**config.mk**
```make
export PLATFORM = sky130hd
export DESIGN_NAME = pipeline_stall_controller_flat
export DESIGN_NICKNAME = d
export VERILOG_FILES = /design/src/rtl/pipeline_stall_controller_pkg.sv /design/src/rtl/pipeline_stall_controller_if.sv /design/src/rtl/pipeline_stall_controller_sat_counter.sv /design/src/rtl/pipeline_stall_controller.sv /design/src/flat_wrapper.sv
export SDC_FILE = /design/constraint.sdc
export NUM_CORES = 1
export LEC_CHECK = 0
export CAP_MARGIN = 20
export CORE_UTILIZATION = 39
export DETAILED_ROUTE_END_ITERATION = 8
export GPL_TIMING_DRIVEN = 0
export PLACE_DENSITY = 0.82
export SYNTH_ARGS = -nofsm -noshare
export SYNTH_HDL_FRONTEND = slang
export SYNTH_SLANG_ARGS = --single-unit
```
**constraint.sdc**
```tcl
create_clock -name Clk -period 1.8 [get_ports Clk]
set_input_delay 0.36 -clock Clk [delete_from_list [all_inputs] [get_ports Clk]]
set_output_delay 0.36 -clock Clk [all_outputs]
set_load 0.02 [all_outputs]
```
**src/rtl/pipeline_stall_controller_pkg.sv**
```systemverilog
`default_nettype none
// ============================================================================
// Module : pipe_ctrl_pkg
// Brief  : Shared state encoding and default multiply latency for the stall controller.
// Rev    : 1.0
// ============================================================================
package pipe_ctrl_pkg;

    typedef logic [0:0] state_t;

    localparam state_t c_RUN       = 1'b0;
    localparam state_t c_MUL_WAIT  = 1'b1;

    localparam int     c_DEF_MUL_LAT = 4;

endpackage : pipe_ctrl_pkg
`default_nettype wire

```
**src/rtl/pipeline_stall_controller_if.sv**
```systemverilog
`default_nettype none
// ============================================================================
// Module : pipeline_stall_controller_if
// Brief  : Hazard inputs from ID/EX and pipeline-control outputs of the stall controller.
// Rev    : 1.0
// ============================================================================
interface pipeline_stall_controller_if #(
    parameter int REG_ADDR_W  = 5,
    parameter int STALL_CNT_W = 16
);
    logic [REG_ADDR_W-1:0]  ID_Rs;
    logic [REG_ADDR_W-1:0]  ID_Rt;
    logic                   ID_UsesRs;
    logic                   ID_UsesRt;
    logic                   ID_IsMul;
    logic                   EX_MemRead;
    logic [REG_ADDR_W-1:0]  EX_Rd;
    logic                   EX_BranchTaken;

    logic                   PCWrite;
    logic                   IFIDWrite;
    logic                   IFIDFlush;
    logic                   IDEXWrite;
    logic                   CtrlSel;
    logic                   ExMemCtrlSel;
    logic                   MulBusy;
    logic [STALL_CNT_W-1:0] StallCnt;

    // Datapath side: presents hazard information, consumes enables/selects.
    modport master (
        output ID_Rs, ID_Rt, ID_UsesRs, ID_UsesRt, ID_IsMul,
        output EX_MemRead, EX_Rd, EX_BranchTaken,
        input  PCWrite, IFIDWrite, IFIDFlush, IDEXWrite,
        input  CtrlSel, ExMemCtrlSel, MulBusy, StallCnt
    );

    modport slave (
        input  ID_Rs, ID_Rt, ID_UsesRs, ID_UsesRt, ID_IsMul,
        input  EX_MemRead, EX_Rd, EX_BranchTaken,
        output PCWrite, IFIDWrite, IFIDFlush, IDEXWrite,
        output CtrlSel, ExMemCtrlSel, MulBusy, StallCnt
    );

endinterface : pipeline_stall_controller_if
`default_nettype wire

```
**src/rtl/pipeline_stall_controller_sat_counter.sv**
```systemverilog
`default_nettype none
// ============================================================================
// Module : sat_counter
// Brief  : Enabled up-counter that sticks at all-ones; async active-low clear.
// Rev    : 1.0
// ============================================================================
module sat_counter #(
    parameter int WIDTH = 16
) (
    input  wire logic             clk,
    input  wire logic             rst_n,
    input  wire logic             i_en,
    output logic [WIDTH-1:0]      o_cnt
);

    logic [WIDTH-1:0] r_cnt;
    logic             w_at_max;

    assign w_at_max = &r_cnt;

    always_ff @(posedge clk or negedge rst_n) begin
        if (!rst_n) begin
            r_cnt <= '0;
        end else if (i_en && !w_at_max) begin
            r_cnt <= r_cnt + 1'b1;
        end
    end

    assign o_cnt = r_cnt;

endmodule : sat_counter
`default_nettype wire

```
**src/rtl/pipeline_stall_controller.sv**
```systemverilog
`default_nettype none
// ============================================================================
// Module : pipeline_stall_controller
// Brief  : Stall/bubble/flush sequencing for load-use, taken branch and multi-cycle multiply.
// Rev    : 1.0
// ============================================================================
module pipeline_stall_controller
    import pipe_ctrl_pkg::*;
#(
    parameter int REG_ADDR_W  = 5,
    parameter int MUL_LAT     = c_DEF_MUL_LAT,
    parameter int CNT_W       = 3,
    parameter int STALL_CNT_W = 16
) (
    input  wire logic                  Clk,
    input  wire logic                  Rst_n,
    pipeline_stall_controller_if.slave bus
);

    localparam logic             c_MUL_MULTI = (MUL_LAT > 1);
    localparam logic [CNT_W-1:0] c_CNT_LOAD  = CNT_W'(MUL_LAT - 1);
    localparam logic [CNT_W-1:0] c_CNT_LAST  = CNT_W'(1);

    state_t             r_state;
    state_t             w_state_nxt;
    logic [CNT_W-1:0]   r_cnt;
    logic [CNT_W-1:0]   w_cnt_nxt;
    logic               w_load_use;
    logic               w_rs_hit;
    logic               w_rt_hit;
    logic               w_pc_write;

    assign w_rs_hit   = bus.ID_UsesRs && (bus.ID_Rs == bus.EX_Rd);
    assign w_rt_hit   = bus.ID_UsesRt && (bus.ID_Rt == bus.EX_Rd);
    assign w_load_use = bus.EX_MemRead && (bus.EX_Rd != '0) && (w_rs_hit || w_rt_hit);

    always_ff @(posedge Clk or negedge Rst_n) begin
        if (!Rst_n) begin
            r_state <= c_RUN;
            r_cnt   <= '0;
        end else begin
            r_state <= w_state_nxt;
            r_cnt   <= w_cnt_nxt;
        end
    end

    // A taken branch kills the ID instruction, and a load-use stall defers the
    // multiply one cycle, so only an unobstructed multiply starts the wait.
    always_comb begin
        w_state_nxt = r_state;
        w_cnt_nxt   = r_cnt;
        case (r_state)
            c_RUN: begin
                if (!bus.EX_BranchTaken && !w_load_use && bus.ID_IsMul && c_MUL_MULTI) begin
                    w_state_nxt = c_MUL_WAIT;
                    w_cnt_nxt   = c_CNT_LOAD;
                end
            end
            c_MUL_WAIT: begin
                w_cnt_nxt = r_cnt - 1'b1;
                if (r_cnt == c_CNT_LAST) begin
                    w_state_nxt = c_RUN;
                end
            end
            default: begin
                w_state_nxt = c_RUN;
                w_cnt_nxt   = '0;
            end
        endcase
    end

    always_comb begin
        w_pc_write       = 1'b1;
        bus.IFIDWrite    = 1'b1;
        bus.IFIDFlush    = 1'b0;
        bus.IDEXWrite    = 1'b1;
        bus.CtrlSel      = 1'b1;
        bus.ExMemCtrlSel = 1'b1;
        bus.MulBusy      = 1'b0;
        if (!Rst_n) begin
            w_pc_write       = 1'b0;
            bus.IFIDWrite    = 1'b0;
            bus.IDEXWrite    = 1'b0;
            bus.CtrlSel      = 1'b0;
            bus.ExMemCtrlSel = 1'b0;
        end else if (r_state == c_MUL_WAIT) begin
            w_pc_write       = 1'b0;
            bus.IFIDWrite    = 1'b0;
            bus.IDEXWrite    = 1'b0;
            bus.ExMemCtrlSel = 1'b0;
            bus.MulBusy      = 1'b1;
        end else if (bus.EX_BranchTaken) begin
            bus.IFIDFlush    = 1'b1;
            bus.CtrlSel      = 1'b0;
        end else if (w_load_use) begin
            w_pc_write       = 1'b0;
            bus.IFIDWrite    = 1'b0;
            bus.CtrlSel      = 1'b0;
        end
    end

    assign bus.PCWrite = w_pc_write;

    // Reset also clears the counter asynchronously, so the enable seen during reset is moot.
    sat_counter #(
        .WIDTH (STALL_CNT_W)
    ) u_stall_cnt (
        .clk   (Clk),
        .rst_n (Rst_n),
        .i_en  (!w_pc_write),
        .o_cnt (bus.StallCnt)
    );

endmodule : pipeline_stall_controller
`default_nettype wire
```
**src/flat_wrapper.sv**
```systemverilog
// flat-port wrapper written by rule: the top's interface ports become plain ports
module pipeline_stall_controller_flat import pipe_ctrl_pkg::*;
#(
    parameter int REG_ADDR_W  = 5,
    parameter int MUL_LAT     = c_DEF_MUL_LAT,
    parameter int CNT_W       = 3,
    parameter int STALL_CNT_W = 16
)
  (Clk, Rst_n, bus_ID_Rs, bus_ID_Rt, bus_ID_UsesRs, bus_ID_UsesRt, bus_ID_IsMul, bus_EX_MemRead, bus_EX_Rd, bus_EX_BranchTaken, bus_PCWrite, bus_IFIDWrite, bus_IFIDFlush, bus_IDEXWrite, bus_CtrlSel, bus_ExMemCtrlSel, bus_MulBusy, bus_StallCnt);
  pipeline_stall_controller_if #(.REG_ADDR_W(REG_ADDR_W), .STALL_CNT_W(STALL_CNT_W)) bus_i ();
  input  wire logic Clk;
  input  wire logic Rst_n;
  input wire logic [$bits(bus_i.ID_Rs)-1:0] bus_ID_Rs;
  input wire logic [$bits(bus_i.ID_Rt)-1:0] bus_ID_Rt;
  input wire logic [$bits(bus_i.ID_UsesRs)-1:0] bus_ID_UsesRs;
  input wire logic [$bits(bus_i.ID_UsesRt)-1:0] bus_ID_UsesRt;
  input wire logic [$bits(bus_i.ID_IsMul)-1:0] bus_ID_IsMul;
  input wire logic [$bits(bus_i.EX_MemRead)-1:0] bus_EX_MemRead;
  input wire logic [$bits(bus_i.EX_Rd)-1:0] bus_EX_Rd;
  input wire logic [$bits(bus_i.EX_BranchTaken)-1:0] bus_EX_BranchTaken;
  output wire logic [$bits(bus_i.PCWrite)-1:0] bus_PCWrite;
  output wire logic [$bits(bus_i.IFIDWrite)-1:0] bus_IFIDWrite;
  output wire logic [$bits(bus_i.IFIDFlush)-1:0] bus_IFIDFlush;
  output wire logic [$bits(bus_i.IDEXWrite)-1:0] bus_IDEXWrite;
  output wire logic [$bits(bus_i.CtrlSel)-1:0] bus_CtrlSel;
  output wire logic [$bits(bus_i.ExMemCtrlSel)-1:0] bus_ExMemCtrlSel;
  output wire logic [$bits(bus_i.MulBusy)-1:0] bus_MulBusy;
  output wire logic [$bits(bus_i.StallCnt)-1:0] bus_StallCnt;
  assign bus_i.ID_Rs = bus_ID_Rs;
  assign bus_i.ID_Rt = bus_ID_Rt;
  assign bus_i.ID_UsesRs = bus_ID_UsesRs;
  assign bus_i.ID_UsesRt = bus_ID_UsesRt;
  assign bus_i.ID_IsMul = bus_ID_IsMul;
  assign bus_i.EX_MemRead = bus_EX_MemRead;
  assign bus_i.EX_Rd = bus_EX_Rd;
  assign bus_i.EX_BranchTaken = bus_EX_BranchTaken;
  assign bus_PCWrite = bus_i.PCWrite;
  assign bus_IFIDWrite = bus_i.IFIDWrite;
  assign bus_IFIDFlush = bus_i.IFIDFlush;
  assign bus_IDEXWrite = bus_i.IDEXWrite;
  assign bus_CtrlSel = bus_i.CtrlSel;
  assign bus_ExMemCtrlSel = bus_i.ExMemCtrlSel;
  assign bus_MulBusy = bus_i.MulBusy;
  assign bus_StallCnt = bus_i.StallCnt;
  pipeline_stall_controller #(.REG_ADDR_W(REG_ADDR_W), .MUL_LAT(MUL_LAT), .CNT_W(CNT_W), .STALL_CNT_W(STALL_CNT_W)) u_core (.Clk(Clk), .Rst_n(Rst_n), .bus(bus_i));
endmodule
```
Word level (Yosys, flattened, before mapping):

Index checks and enable logic that the tools add are counted.

* add/subtract/negate cells: 2
* equal/unequal tests: 4
* muxes and demuxes: 19
* bitwise gates (word level): 1
* reductions and logical operators: 14

Operators by type and width (count)
* 16-bit by 1-bit adder with 16-bit output, second input constant: 1
* 1-bit two-way mux: 16
* 16-bit AND reduction: 1
* 5-bit == test: 2
* 1-bit logical AND: 7
* 3-bit case mux with 2 select lines: 1
* 5-bit nonzero test: 1
* 1-bit logical NOT: 4
* 3-bit by 1-bit == test with 1-bit output, second input constant: 1
* 3-bit two-way mux: 1
* 3-bit by 1-bit subtractor with 3-bit output, second input constant: 1
* 2-bit by 1-bit inequality test with 1-bit output, second input constant: 1
* 1-bit case mux with 2 select lines: 1
* 1-bit logical OR: 1
* 1-bit NOT: 1

* register bits after elaboration: 20
* input bits: 22

Logic depth before layout (Yosys ltp):

Gate-level depths: netlist of the first run.

* word-level depth: 10
* mapped depth: 8

Modules after synthesis:

A second synthesis of the first run with hierarchy kept.

* cells, all modules: 131
* area total of the unflattened synthesis: 1318.8 µm²

By module, submodules not included
* sat_counter: instances 1, cells each 75, area an instance 840.8 µm², sequential area each 400.4 µm²
* pipeline_stall_controller: instances 1, cells each 56, area an instance 478.0 µm², sequential area each 100.1 µm²

Worst setup path after synthesis of the first run:

OpenSTA, ideal clock, no wires.

* path kind: reg-to-reg
* start: register u_core.u_stall_cnt.r_cnt[0] (netlist: u_core.u_stall_cnt.o_cnt[0])
* end: register u_core.u_stall_cnt.r_cnt[7] (netlist: u_core.u_stall_cnt.o_cnt[7])
* setup time: 0.132 ns
* arrival time: 1.888 ns
* setup slack: -0.220 ns
* cell stages (with the launch flop): 9
* path buffers: 1
* cells stage by stage: dfrtp_1 -> ha_1 -> nand2_1 -> nor2_1 -> nor4b_4 -> or3_1 -> buf_2 -> nor3_1 -> xor2_1

* cells in the longest elaborated chain, start to end: 3
* elaborated cells on any way between the ends: 4
* those cells by class: add/sub (1); reduce/logical (3)

RTL lines
* start, declared: RTL line pipeline_stall_controller_sat_counter.sv:16 `logic [WIDTH-1:0] r_cnt;`
* start signal, assigned: RTL line pipeline_stall_controller_sat_counter.sv:25 `r_cnt <= r_cnt + 1'b1;`
* branches (longest 3 deep; another with 16-bit by 1-bit adder with 16-bit output)

Several ways; the timed one is not identified.
A chain may end at the register's enable or synchronous reset.

Final worst setup path of the first run:

* start: input port bus_EX_Rd[3]
* end: output port bus_PCWrite

* cells in the longest elaborated chain, start to end: 8
* elaborated cells on any way between the ends: 12
* those cells by class: eq/ne (2); mux (4); reduce/logical (6)

RTL lines
* start, declared: RTL line flat_wrapper.sv:19 `input wire logic [$bits(bus_i.EX_Rd)-1:0] bus_EX_Rd;`
* 5-bit == test (on tied branches): RTL line pipeline_stall_controller.sv:33, pipeline_stall_controller.sv:34
* 1-bit logical AND (on tied branches): RTL line pipeline_stall_controller.sv:33, pipeline_stall_controller.sv:34
* 1-bit logical OR: RTL line pipeline_stall_controller.sv:35 `assign w_load_use = bus.EX_MemRead && (bus.EX_Rd != '0) && (w_rs_hit || w_rt_hit);`
* 1-bit logical AND (*): RTL line pipeline_stall_controller.sv:35
* 1-bit two-way mux (*): RTL line pipeline_stall_controller.sv:95 `end else if (w_load_use) begin`
* 1-bit two-way mux (*): RTL line pipeline_stall_controller.sv:92 `end else if (bus.EX_BranchTaken) begin`
* 1-bit two-way mux (*): RTL line pipeline_stall_controller.sv:86 `end else if (r_state == c_MUL_WAIT) begin`
* 1-bit two-way mux (*): RTL line pipeline_stall_controller.sv:80 `if (!Rst_n) begin`
* end, declared: RTL line flat_wrapper.sv:21 `output wire logic [$bits(bus_i.PCWrite)-1:0] bus_PCWrite;`

Every way passes the cells marked *; elsewhere a longest branch is shown, timed or not.

==> impl_metrics.json, run 1 <==
{
  "root_buffer": "clkbuf_4",
  "via_per_inst": 5.23,
  "synth_fa_ha_area_share_pct": 3.24,
  "drive_above_1_share_pct": 36.2,
  "num-fill-cells": 209,
  "place_hpwl_mm": 2.09,
  "avgRoutedWirePerCell_um": 15.3,
  "min_path_cells": 1,
  "cellPowerDensity_nw_per_um2": 1290,
  "cts_tree": "yes",
  "setup_slack_ns": -0.247,
  "start_util_pct": 41.7,
  "async_flop_share_pct": 100,
  "crit_path_end_kind": "primary output",
  "synth_ff_type": "dfrtp_1",
  "cts_buffers": 3,
  "muxShareOfSynthArea_pct": 2.80,
  "placedCellCount": 189,
  "synth_edf_count": 0,
  "synthCells": 114,
  "grt_pass1_wl_mm": 4.85,
  "die_h_um": 56.5,
  "path_class": "input pin to primary output",
  "detailedRoute.firstIterationViolations": 22,
  "slowest_delay_ns": 0.53,
  "power.leakage_nw": 0.924,
  "n_antenna_cell": 0,
  "final_area_um2": 2020,
  "grt-ovfl-total": 0,
  "clk_pin_slew_worst_paths_ns": 0.11,
  "io_pins": 45,
  "worst_slew_pin_slew_ns": 0.860,
  "max-slew-margin-rel_pct": 42.4,
  "io_buffers": 44,
  "synth_top_family_by_area": "simple AND/OR/NAND/NOR gates",
  "start_kind": "input pin",
  "synth_cell_types": 32,
  "nets": 203,
  "grt.total_usage_pct": 19.8,
  "synth_compound_area_share_pct": 6.36,
  "gp_congestion": 0.721,
  "synth_warnings": 0,
  "dr.pass1.iters": 4,
  "grt_pass1_vias": 1088,
  "drc": 0,
  "clk_latency_ns": 0.31,
  "crit_slowest_cell": "or4_4",
  "area_delta_synth_final_pct": 74.2,
  "crit_chain": "buf_8, or4_4, o21ai_4, nor2_2, a21boi_4, buf_6, buf_6, buf_6",
  "grt_max_degree": 21,
  "drv_slew": 0,
  "die_w_um": 56.5,
  "cp.arrival_ns": 1.69,
  "hp-class": "register to register",
  "stdcell_count": 208,
  "regToRegSetupSlack_ns": 0.02,
  "crit_top_cell": "buf_6",
  "status": "finished with violations",
  "synth_area_um2": 1160,
  "hold_viol": 0,
  "antenna_found_initial": 0,
  "seq_area_frac_synth_pct": 43.1,
  "cts.sink_count": 20,
  "required_ns": 1.44,
  "placed_area_um2": 1690,
  "setup_violations": 3,
  "syn-num-nets": 139,
  "avgSynthCellArea_um2": 10.2,
  "dr_total_vias": 1087,
  "die_area_um2": 3200,
  "clockBufferDepth": 2,
  "r2r-start": "u_core.u_stall_cnt.o_cnt[1]$_DFFE_PN0P_",
  "cap_violations": 0,
  "rr_endpoint": "u_core.u_stall_cnt.o_cnt[11]$_DFFE_PN0P_",
  "timing.final.crit_share_pct": 114,
  "ir_worst_vdd_uv": 1050,
  "num_rows": 19,
  "max_freq_mhz": 489,
  "ys_ff_latch": 20,
  "hp-start": "u_core.u_stall_cnt.o_cnt[15]$_DFFE_PN0P_",
  "synthXorXnorAreaFrac_pct": 18.9,
  "ant_nets": 0,
  "fin_skew_ns": 0.00971,
  "r2r_cells": 8,
  "synth-simple-area-share_pct": 21.3,
  "htreeDepth": 1,
  "hold-path-endpoint": "u_core.u_stall_cnt.o_cnt[15]$_DFFE_PN0P_",
  "crit_fanout": 3,
  "fin_crit_ns": 2.05,
  "violations": "setup timing",
  "rsz0062_at_grt": "yes",
  "wl_mm": 3.17,
  "fp.coreArea_um2": 2780
}
[worst max-delay path by stage]
stage / start / to / cells after the start
5_1_grt: bus_EX_Rd[3] / bus_PCWrite / 8
2_1_floorplan: bus_EX_Rd[1] / bus_PCWrite / 6
3_5_place_dp: Rst_n / bus_PCWrite / 6
6_report: bus_EX_Rd[3] / bus_PCWrite / 8
3_3_place_gp: Rst_n / bus_PCWrite / 6
4_1_cts: bus_EX_Rd[3] / bus_PCWrite / 8
[report_power, final]
| group | internal [mW] | switching (mW) |
|---|---|---|
| clock | 0.225 | 0.146 |
| combinational | 0.704 | 0.685 |
| sequential | 0.634 | 0.215 |
[worst max-delay path, delay by kind of cell]
kind            cells  cell delay (ns)
compound gates      2             0.31
buf+inv             4             0.42
simple gates        2             0.60
[flip-flops by register name, indices dropped and copies added (netlist names)]
signal / count
u_core.r_state: 1
u_core.r_cnt: 3
u_core.u_stall_cnt.o_cnt: 16
[through the flow]
step	hold WS [ns]	util (%)	setup TNS (ns)	setup slack [ns]	power, mW
floorplan	0.0644	-	-0.293	-0.156	1.49
global placement	0.483	60.6	-24.06	-1.62	1.95
detailed placement	0.491	60.6	-25.31	-1.65	2.02
CTS	0.508	65.5	-0.729	-0.281	2.46
global route	0.523	72.6	-1.19	-0.288	2.77
finish	0.503	72.6	-0.639	-0.247	2.61
[kinds of logic after synthesis]
kind of cell | after synthesis
buf+inv | 9
mux | 3
fa+ha+maj | 3
simple gates | 45
flops | 20
compound gates | 9
xor+xnor | 25
[cell usage after synthesis (2+ instances only)]
cell type   n  area, um2
nand4_1     7       43.8
a21oi_1     2       10.0
inv_1       5       18.8
nor3_1     10       50.1
ha_1        3       37.5
and2_1      2       12.5
nand2_1    11       41.3
buf_4       2       15.0
xnor2_1    11       96.3
nand3_1     2       10.0
nor2_1      6       22.5
dfrtp_1    20        500
xor2_1     14        123
[layer usage]
layer / up-vias / wire length (um) / global-route usage (%)
li1: 514 / - / -
met1: 528 / 1190 / 22.3
met2: 35 / 1750 / 37.1
met3: 10 / 170 / 4.84
met4: 0 / 68 / 4.18
met5: - / 0 / 0
[cells in the final DEF (no fill, tap or decap), types with 2 or more instances in the layout]
| cell type | instances |
|---|---|
| dlymetal6s2s_1 | 4 |
| buf_4 | 14 |
| buf_2 | 3 |
| dfrtp_1 | 17 |
| buf_6 | 7 |
| inv_1 | 5 |
| nor2_1 | 2 |
| nor2_4 | 2 |
| nor2_2 | 3 |
| xnor2_2 | 2 |
| dlygate4sd2_1 | 9 |
| buf_8 | 2 |
| clkbuf_4 | 3 |
| nand2_1 | 10 |
| nand4_1 | 7 |
| ha_1 | 2 |
| xor2_1 | 14 |
| nor4b_4 | 2 |
| dfrtp_2 | 3 |
| and2_1 | 2 |
| nor3_4 | 8 |
| clkdlybuf4s50_1 | 16 |
| nand3_1 | 2 |
| clkdlybuf4s15_1 | 5 |
| xnor2_1 | 9 |
[area by class of cell]
cell class | instances | area (um2) | share of cell area, %
tap | 31 | 38.8 | 1.92
timing repair buffer | 59 | 553 | 27.4
clock inverter | 1 | 30.0 | 1.49
clock buffer | 3 | 22.5 | 1.11
multi-input combinational | 85 | 812 | 40.2
inverter | 5 | 18.8 | 0.929
sequential | 20 | 504 | 25.0
buffer | 4 | 41.3 | 2.04
[timing repair]
item | 4_1_cts | 5_1_grt
pin swaps | 17 | 27
resized for setup | 68 | 38
hold buffers | 1 | 0
endpoints found under the setup margin | 28 | 20
hold endpoints to repair | 20 | 0
setup buffers | 9 | 6
Power figures use the tool's default switching activity.
==> run 2: changes to the inputs <==
Settings changed: SLEW_MARGIN set to 5.
==> results of run 2 <==
No change in the layout: final DEF, timing and power equal those of run 1.
==> run 3: changes to the inputs <==
Settings changed: CORE_UTILIZATION 39 to 45, PLACE_DENSITY 0.82 to 0.88.
Clock period 1.8 ns to 2.4 ns, I/O delays scaled along.
==> impl_metrics.json, run 3 (synthesis results as in run 1) <==
{
  "status": "finished clean",
  "hold_viol": 0,
  "power.leakage_nw": 0.757,
  "start_kind": "input pin",
  "avgRoutedWirePerCell_um": 14.4,
  "pre_cts_ws_ns": -1.34,
  "clk_latency_ns": 0.30,
  "grt.total_usage_pct": 20.5,
  "grt_pass1_vias": 982,
  "cellPowerDensity_nw_per_um2": 951,
  "ir_worst_vdd_uv": 812,
  "power_mw": 1.60,
  "ant_nets": 0,
  "io_pins": 45,
  "hold_buffers": 0,
  "dr.pass1.iters": 4,
  "clk_pin_slew_worst_paths_ns": 0.11,
  "dr_total_vias": 1016,
  "area_delta_synth_final_pct": 44.9,
  "seqPwrFrac_pct": 38.4,
  "htreeDepth": 1,
  "pwr-share-clk_pct": 9.8,
  "max-slew-margin-rel_pct": 72.3,
  "num-fill-cells": 202,
  "grt_pass1_wl_mm": 4.04,
  "layout_commonest_cell": "clkdlybuf4s50_1",
  "gp_congestion": 0.742,
  "cap_violations": 0,
  "drive_above_1_share_pct": 15.3,
  "fin_crit_ns": 2.33,
  "timing.final.crit_share_pct": 97.3,
  "die_h_um": 52.8,
  "via_per_inst": 5.26,
  "die_area_um2": 2780,
  "required_ns": 1.92,
  "multi_input_area_um2": 641,
  "root_buffer": "clkbuf_4",
  "largest_register_ffs": 16,
  "place_hpwl_mm": 2.05,
  "wl_mm": 2.77,
  "die_w_um": 52.8,
  "setup_slack_ns": 0.0658,
  "finish.utilization_pct": 68.5,
  "rsz0062_at_grt": "no",
  "crit_fanout": 2,
  "switching_share_pct": 41.2,
  "finalSetupTns_ns": 0,
  "cts.sink_count": 20,
  "n_antenna_cell": 0,
  "grt_max_degree": 24,
  "setup_violations": 0,
  "num_rows": 18,
  "cts_buffers": 3,
  "start_util_pct": 47.2,
  "layout_common_cells": "29 x clkdlybuf4s50_1, 20 x dfrtp_1, 14 x xor2_1",
  "nets": 190,
  "io_buffers": 44,
  "antenna_found_initial": 0,
  "crit_path_end_kind": "primary output",
  "path_class": "input pin to primary output",
  "p_int_mw": 0.940,
  "drv_slew": 0,
  "fin_skew_ns": 0.0115,
  "drc": 0,
  "fp.coreArea_um2": 2450,
  "hp-class": "input pin to async pin",
  "combPwrFrac_pct": 51.8,
  "seqCellArea_um2": 500,
  "cts_tree": "yes",
  "clockBufferDepth": 2,
  "grt-ovfl-total": 0,
  "detailedRoute.firstIterationViolations": 12,
  "cp.arrival_ns": 1.85,
  "worst_slew_pin_slew_ns": 0.414,
  "max_freq_mhz": 428,
  "p_sw_mw": 0.658
}
## run 3: cell count changes in the layout (fill, tap and decap cells not counted), sizes merged
cell | before | now
buf | 26 | 12
bufinv | 1 | 0
clkdlybuf4s15 | 6 | 0
clkdlybuf4s50 | 16 | 29
dlygate4sd2 | 9 | 4
dlygate4sd3 | 1 | 0
## run 3: path summary, 6_finish.rpt
kind | end | from | cells after the start | slack (ns)
max in group asynchronous | u_core.u_stall_cnt.o_cnt[15]$_DFFE_PN0P_ | Rst_n | 1 | 2.14
min in group Clk | u_core.u_stall_cnt.o_cnt[15]$_DFFE_PN0P_ | u_core.u_stall_cnt.o_cnt[15]$_DFFE_PN0P_ | 1 | 0.50
worst min register to register | u_core.u_stall_cnt.o_cnt[15]$_DFFE_PN0P_ | u_core.u_stall_cnt.o_cnt[15]$_DFFE_PN0P_ | 1 | 0.50
worst min-delay path | u_core.u_stall_cnt.o_cnt[3]$_DFFE_PN0P_ | Rst_n | 1 | 0.04
worst max-delay path | bus_CtrlSel | bus_ID_Rt[0] | 7 | 0.07
worst max register to register | u_core.u_stall_cnt.o_cnt[13]$_DFFE_PN0P_ | u_core.u_stall_cnt.o_cnt[0]$_DFFE_PN0P_ | 8 | 0.37
## run 3: timing repair
action,CTS,global route
setup endpoints to repair,22,4
setup buffers,2,2
resized for setup,36,9
pin swaps,8,10
endpoints found under the hold margin,0,0
## run 3: area by class of cell
| type | count | share of cell area [%] |
|---|---|---|
| clock buffers | 3 | 1.34 |
| well taps | 30 | 2.23 |
| multi-input cells | 85 | 38.1 |
| repair buffers | 48 | 26.7 |
| inverters | 5 | 1.12 |
| flip-flops and latches | 20 | 29.8 |
| plain buffers | 2 | 0.745 |
## run 3: power groups by stage
stage	sequential, mW	combinational [mW]	clock [mW]
3_5_place_dp	0.622	0.835	0
2_1_floorplan	0.717	0.357	0
5_1_grt	0.638	0.882	0.171
4_1_cts	0.616	0.846	0.159
3_3_place_gp	0.610	0.808	0
6_report	0.614	0.828	0.157
## run 3: through the flow
step / area (um2) / hold slack, ns / std cells
floorplan: 1160 / 0.184 / 114
global placement: 1640 / 0.476 / 188
detailed placement: 1640 / 0.489 / 188
CTS: 1680 / 0.0484 / 193
global route: 1680 / 0.0494 / 193
finish: 1680 / 0.0397 / 193
## run 3: per-layer routing
| metal | vias to the layer above | global-route usage, % | share of wire (%) |
|---|---|---|---|
| li1 | 486 | - | - |
| met1 | 482 | 20.2 | 37 |
| met2 | 44 | 39.2 | 53 |
| met5 | - | 0 | 0 |
| met4 | 0 | 7.89 | 0.76 |
| met3 | 4 | 6.09 | 8.8 |
## run 3: worst max-delay path, stage by stage
cell             delay, ns
clkdlybuf4s50_1       0.47
xnor2_1               0.11
nand4_1               0.15
o22ai_4               0.23
a21oi_2               0.09
o21a_1                0.17
buf_4                 0.15
